$ cat config.mk
export PLATFORM = sky130hd
export DESIGN_NAME = nrisc_fetch_sequencer
export DESIGN_NICKNAME = d
export VERILOG_FILES = /design/src/rtl/nrisc_pkg.sv /design/src/rtl/nrisc_prog_mem.sv /design/src/rtl/nrisc_fetch_sequencer.sv
export SDC_FILE = /design/constraint.sdc
export NUM_CORES = 1
export LEC_CHECK = 0
export BUFFER_PORTS_ARGS = -buffer_cell sky130_fd_sc_hd__buf_2
export CAP_MARGIN = 30
export CORE_UTILIZATION = 60
export CTS_BUF_LIST = sky130_fd_sc_hd__clkbuf_16
export DETAILED_ROUTE_END_ITERATION = 10
export HOLD_SLACK_MARGIN = 0.05
export PLACE_DENSITY = 0.78
export SLEW_MARGIN = 10
export SYNTH_ARGS = -nofsm -noshare
export SYNTH_HDL_FRONTEND = slang
export SYNTH_HIERARCHICAL = 1
export SYNTH_SLANG_ARGS = --single-unit
$ cat constraint.sdc
create_clock -name CLK -period 7.85 [get_ports CLK]
set_input_delay 0.3925 -clock CLK [delete_from_list [all_inputs] [get_ports CLK]]
set_output_delay 0.3925 -clock CLK [all_outputs]
set_load 0.005 [all_outputs]
$ cat src/rtl/nrisc_pkg.sv
// nrisc_pkg: shared types and constants for the nRisc fetch path.
package nrisc_pkg;
  typedef enum logic [1:0] {IDLE, RUN, HALTED} fetch_state_t;
  localparam int NRISC_INSTR_W = 8;
  localparam logic [NRISC_INSTR_W-1:0] NRISC_HALT_OP = 8'hFF;
endpackage

$ cat src/rtl/nrisc_prog_mem.sv
// nrisc_prog_mem: program store with synchronous write and combinational read.
module nrisc_prog_mem #(
  parameter int INSTR_W = 8,
  parameter int DEPTH = 32,
  parameter int ADDR_W = $clog2(DEPTH)
) (
  input  logic               clk,
  input  logic               we,
  input  logic [ADDR_W-1:0]  waddr,
  input  logic [INSTR_W-1:0] wdata,
  input  logic [ADDR_W-1:0]  raddr,
  output logic [INSTR_W-1:0] rdata
);
  logic [INSTR_W-1:0] mem [DEPTH];
  always_ff @(posedge clk)
    if (we) mem[waddr] <= wdata;
  assign rdata = mem[raddr];
endmodule

$ cat src/rtl/nrisc_fetch_sequencer.sv
// nrisc_fetch_sequencer: program store plus pc sequencer presenting one
// instruction per cycle to the core over a valid/ready handshake.
module nrisc_fetch_sequencer
  import nrisc_pkg::*;
#(
  parameter int INSTR_W = NRISC_INSTR_W,
  parameter int DEPTH = 32,
  parameter int ADDR_W = $clog2(DEPTH),
  parameter int CNT_W = 16,
  parameter bit HALT_EN = 1'b1,
  parameter logic [INSTR_W-1:0] HALT_OP = NRISC_HALT_OP
) (
  input  logic               CLK,
  input  logic               RESET,
  input  logic               start,
  input  logic               prog_we,
  input  logic [ADDR_W-1:0]  prog_addr,
  input  logic [INSTR_W-1:0] prog_data,
  input  logic [ADDR_W:0]    prog_len,
  output logic [INSTR_W-1:0] instr,
  output logic               instr_valid,
  input  logic               instr_ready,
  output logic [ADDR_W-1:0]  pc,
  input  logic               redirect_valid,
  input  logic [ADDR_W-1:0]  redirect_pc,
  output logic               busy,
  output logic               done,
  output logic               err,
  output logic [CNT_W-1:0]   retired
);
  localparam logic [ADDR_W:0] DEPTH_L = (ADDR_W+1)'(DEPTH);
  fetch_state_t state, state_n;
  logic [ADDR_W:0] len_q, pc_inc;
  logic [ADDR_W-1:0] rd_addr;
  logic [INSTR_W-1:0] rd_data;
  logic go, len_ok, xfer, is_halt, redir_ok, bad_redir, stop;
  nrisc_prog_mem #(.INSTR_W(INSTR_W), .DEPTH(DEPTH), .ADDR_W(ADDR_W)) u_mem (
    .clk(CLK),
    .we(prog_we && state != RUN),
    .waddr(prog_addr),
    .wdata(prog_data),
    .raddr(rd_addr),
    .rdata(rd_data)
  );
  // The read address is the next fetch target, so the new instruction lands
  // in instr on the same edge as the transfer: no bubble on redirects.
  always_comb begin
    go = start && state != RUN;
    len_ok = prog_len != '0 && prog_len <= DEPTH_L;
    xfer = state == RUN && instr_ready;
    pc_inc = {1'b0, pc} + (ADDR_W+1)'(1);
    is_halt = HALT_EN && instr == HALT_OP;
    redir_ok = {1'b0, redirect_pc} < len_q;
    bad_redir = xfer && !is_halt && redirect_valid && !redir_ok;
    stop = xfer && (is_halt || (redirect_valid ? !redir_ok : pc_inc == len_q));
    rd_addr = go ? '0 : redirect_valid ? redirect_pc : pc_inc[ADDR_W-1:0];
  end
  always_ff @(posedge CLK)
    if (RESET) state <= IDLE;
    else state <= state_n;
  always_comb
    state_n = go ? (len_ok ? RUN : HALTED) : stop ? HALTED : state;
  always_comb begin
    busy = state == RUN;
    done = state == HALTED;
    instr_valid = state == RUN;
  end
  always_ff @(posedge CLK)
    if (RESET) begin
      instr <= '0;
      pc <= '0;
      err <= 1'b0;
      retired <= '0;
      len_q <= '0;
    end else if (go) begin
      err <= !len_ok;
      if (len_ok) begin
        len_q <= prog_len;
        retired <= '0;
        instr <= rd_data;
        pc <= '0;
      end
    end else if (xfer) begin
      if (retired != '1) retired <= retired + CNT_W'(1);
      if (bad_redir) err <= 1'b1;
      if (!stop) begin
        instr <= rd_data;
        pc <= rd_addr;
      end
    end
endmodule

==> impl_summary.log <==
[metrics] run status: complete, no violations
[metrics] final core utilization: 0.697
[metrics] Reg area: 8450 sq um
[metrics] unrepaired setup endpoints after global routing: false
[metrics] Buf+Inv Stages, Crit Path: 3
[metrics] Rows: 51
[metrics] post-DP HPWL: 16.8 mm
[metrics] first-pass GRT wire length: 39.8 mm
[metrics] sequential element share of the synthesized area: 0.691
[metrics] fraction of power consumed by the clock network: 0.404
[metrics] number of nets still failing antenna checks after routing: 0
[metrics] core outline area: slightly below 20000 sq um
[metrics] maximum clock frequency: approximately 0.24 GHz
[metrics] Post-Place Setup Slack: roughly 3.6 ns
[metrics] Slew Limit Fails: 0
[metrics] proportion of register bits with asynchronous set or reset after synthesis: 0
[metrics] antenna diode count: 0
[metrics] shortest period the worst path allows: roughly 4.2 ns
[metrics] vias per cell: between 6 and 7
[metrics] number of global-route vias before repair: ~6.6k
[metrics] Critical Path Max Stage Delay: around 0.72 ns
[metrics] total number of vias: 6862
[metrics] filler instances: 1220
[metrics] slew of the pin with the lowest slew margin: 0.996 ns
[metrics] Hold WC Path Type: in2reg
[metrics] arrival time worst endpoint: roughly 4.6 ns
[metrics] average footprint of a synthesized cell: 17.8 sq um
[metrics] power per cell area: 244 nW/um^2
[metrics] Max FO, Critical Path: 40
[metrics] Mapped Cells: 687
[metrics] Remaining Overflow, GRT: 0
[metrics] clock root cell: sky130_fd_sc_hd__clkbuf_16
[metrics] routed len/inst: 25.5 um
[metrics] fin worst setup slack: 3.67 ns
[metrics] initial antenna violation count: 1
[metrics] EDFF count, synth: 256
[metrics] Internal Pwr Total: between 0.002 and 0.003 W
[metrics] total of cells resized after clock tree synthesis: 0
[metrics] Clock transition at path regs: 0.06 ns
[metrics] share of total power consumed by net switching: 0.215
[metrics] cell leakage power: 4.42 nW
[metrics] clock sink total: 294
[metrics] Yosys warning total: 6
[metrics] flops & latches, synth: around 290
[metrics] maximum number of pins on one net before global-route repair: 66
[metrics] Slew Limit Headroom: 0.333
[metrics] max-capacitance violation count: 0
[metrics] WL final: 26.5 mm
[metrics] Cell Area, Synth: 12200 sq um
[metrics] combinational cell fraction of total power: 0.078
[metrics] all-layer global routing usage: 0.266
[metrics] area growth from synthesis to layout: 12.4%
[metrics] number of I/O port buffers: 62
[metrics] critical path data required time: about 8.3 ns
[metrics] VDD IR-drop max: 0.000246 V
[metrics] cell-by-cell listing of the critical path: nand2b_1 > inv_2 > nor2_1 > nor2_4 > buf_4 > buf_4 > mux4_2 > mux4_2 > mux2_2 > nor3b_1 > a32oi_1 > nand3_1
[metrics] Startpoint Class: flip-flop
[metrics] area of the multi-input gates: about 3600 sq um
[metrics] Total Negative Setup Slacks: 0 ns
[metrics] Final Wtd Congestion: 0.849
[metrics] Net Switching: between 0.0007 and 0.0008 W
[metrics] H-tree depth: 1
[metrics] non-filler cells, final: between 1k and 1.5k
[metrics] number of DRC markers in iteration 0: 620
[metrics] Worst Path Class, Setup: reg2reg
[metrics] Die Span X: 145 um
[metrics] number of search-and-repair iterations in the first detailed-routing pass: 5
[metrics] clock tree from TritonCTS: done
[metrics] quantity of hold-fixing buffers added after cts: 0
[metrics] count of distinct cell types in the synthesized netlist: 55
[metrics] post-CTS setup buffer count: 0
[metrics] final period utilization: 0.533
[metrics] number of buffers on the longest clock path: 3
[metrics] number of nets at the end of the flow: 791
[metrics] Fin Clk Skew: between 0.01 and 0.015 ns
[metrics] number of buffers created by CTS: 29
[metrics] Synth Flop Type: sky130_fd_sc_hd__edfxtp_1
[metrics] Placed Cells: 986
[metrics] fraction of final layout cells with drive strength greater than 1: 0.292
[metrics] syn_nets: 723
[metrics] starting density of the core: 0.620
[metrics] critical path's top delay family: multiplexers
[metrics] hold violation count in the final report: 0
[metrics] relative contribution of sequential cells to total power: 0.518
[metrics] final number of setup-violating endpoints: 0
[metrics] Chip Height: 145 um
[metrics] clock latency on the worst-skew pair: 0.55 ns
[metrics] number of design rule violations left after detail routing: 0
[metrics] die area: 21000 sq um
[metrics] critical path capture point type: flip-flop
[metrics] I/O pins: 63
[metrics] slowest cell on the critical path: sky130_fd_sc_hd__buf_4
==> final cells by class <==
cell class / count / share of cell area
Clock buffer: 29 / 0.0528
Clock inverter: 24 / 0.0156
Inverter: 12 / 0.00328
Multi-Input combinational cell: 345 / 0.261
Sequential cell: 294 / 0.614
Tap cell: 265 / 0.0241
Timing Repair Buffer: 73 / 0.0289
==> power groups by stage <==
stage | clock network (W) | registers (W) | logic, W
after detailed placement | 0 | 0.00177 | 0.000259
after global routing | 0.00143 | 0.00174 | 0.000282
after global placement | 0 | 0.00177 | 0.000251
after CTS | 0.00138 | 0.00173 | 0.000262
final | 0.00135 | 0.00174 | 0.000261
after floorplan | 0 | 0.00176 | 0.000171
==> layer usage <==
metal	wire length, um	part of all wire	vias to the layer above	GRT usage
li1	-	-	2921	-
met1	10300	0.39	3480	0.371
met2	13000	0.49	383	0.432
met3	2480	0.093	78	0.0513
met4	767	0.029	0	0.0737
met5	0	0	-	0
==> tightest hold or removal path: stages <==
cell                      delay [ns]
sky130_fd_sc_hd__buf_2          0.10
sky130_fd_sc_hd__nand2_1        0.05
sky130_fd_sc_hd__a21oi_1        0.05
==> cell usage in the layout, fill, tap and decap left out, types with 4 or more instances in the layout <==
master                      instances
sky130_fd_sc_hd__dfxtp_1           38
sky130_fd_sc_hd__nand3b_1           5
sky130_fd_sc_hd__o21ai_0            4
sky130_fd_sc_hd__clkinv_2           5
sky130_fd_sc_hd__bufinv_16          4
sky130_fd_sc_hd__nor3b_1            9
sky130_fd_sc_hd__o211ai_1           5
sky130_fd_sc_hd__o2111ai_1          8
sky130_fd_sc_hd__clkinv_1           4
sky130_fd_sc_hd__inv_1             19
sky130_fd_sc_hd__a21oi_1           20
sky130_fd_sc_hd__nand4_1            8
sky130_fd_sc_hd__edfxtp_1         256
sky130_fd_sc_hd__mux2_2             8
sky130_fd_sc_hd__buf_2             62
sky130_fd_sc_hd__nor3_1             5
sky130_fd_sc_hd__and3_1             5
sky130_fd_sc_hd__nor4_2             7
sky130_fd_sc_hd__ha_1               6
sky130_fd_sc_hd__clkbuf_16         29
sky130_fd_sc_hd__a32oi_1            8
sky130_fd_sc_hd__buf_4              9
sky130_fd_sc_hd__xnor2_1           15
sky130_fd_sc_hd__nand2_1           19
sky130_fd_sc_hd__nand3_1           29
sky130_fd_sc_hd__mux4_2            80
sky130_fd_sc_hd__nor2_1            55
==> registers in the layout, indices dropped and copies added (netlist names) <==
name	count
state	2
pc	5
u_mem/mem	256
retired	16
len_q	6
instr	8
err	1
==> cell usage after synthesis (all sizes together) (6+ instances only) <==
master,instances,share of area
a21oi,20,0.0082
a32oi,8,0.0057
buf,21,0.010
clkbuf,15,0.0046
dfxtp,38,0.062
edfxtp,256,0.63
ha,6,0.0061
inv,11,0.0034
mux2,8,0.0074
mux4,80,0.15
nand2,19,0.0058
nand3,29,0.012
nand4,8,0.0041
nor2,59,0.018
nor3,6,0.0029
nor3b,9,0.0055
nor4,8,0.0077
o2111ai,8,0.0057
xnor2,15,0.011
==> cells by family after synthesis <==
kind of cell,after synthesis,share of synthesized area
flip-flops,294,0.691
AND/OR/NAND/NOR,167,0.0760
multiplexers,92,0.158
AO/OA/AOI/OAI,61,0.0348
buffers and inverters,48,0.0186
XOR/XNOR,19,0.0160
adder cells (fa/ha/maj),6,0.00614
==> metrics by stage <==
step,power [W],hold slack [ns],instance area (sq um)
after global placement,0.00202,0.447,12800
after global routing,0.00345,0.110,13700
after CTS,0.00337,0.0841,13700
final,0.00335,0.107,13700
after floorplan,0.00193,0.436,12200
after detailed placement,0.00203,0.464,12800
==> worst paths after layout <==
| path | cells after the start | startpoint | slack [ns] | endpoint |
|---|---|---|---|---|
| worst min-delay path | 3 | prog_len[4] | 0.11 | len_q[4] |
| worst min register to register | 2 | len_q[4] | 0.47 | len_q[4] |
| worst max-delay path | 12 | state[1] | 3.67 | instr[3] |
| worst max register to register | 12 | state[1] | 3.67 | instr[3] |
(Power assumes the default switching activity.)
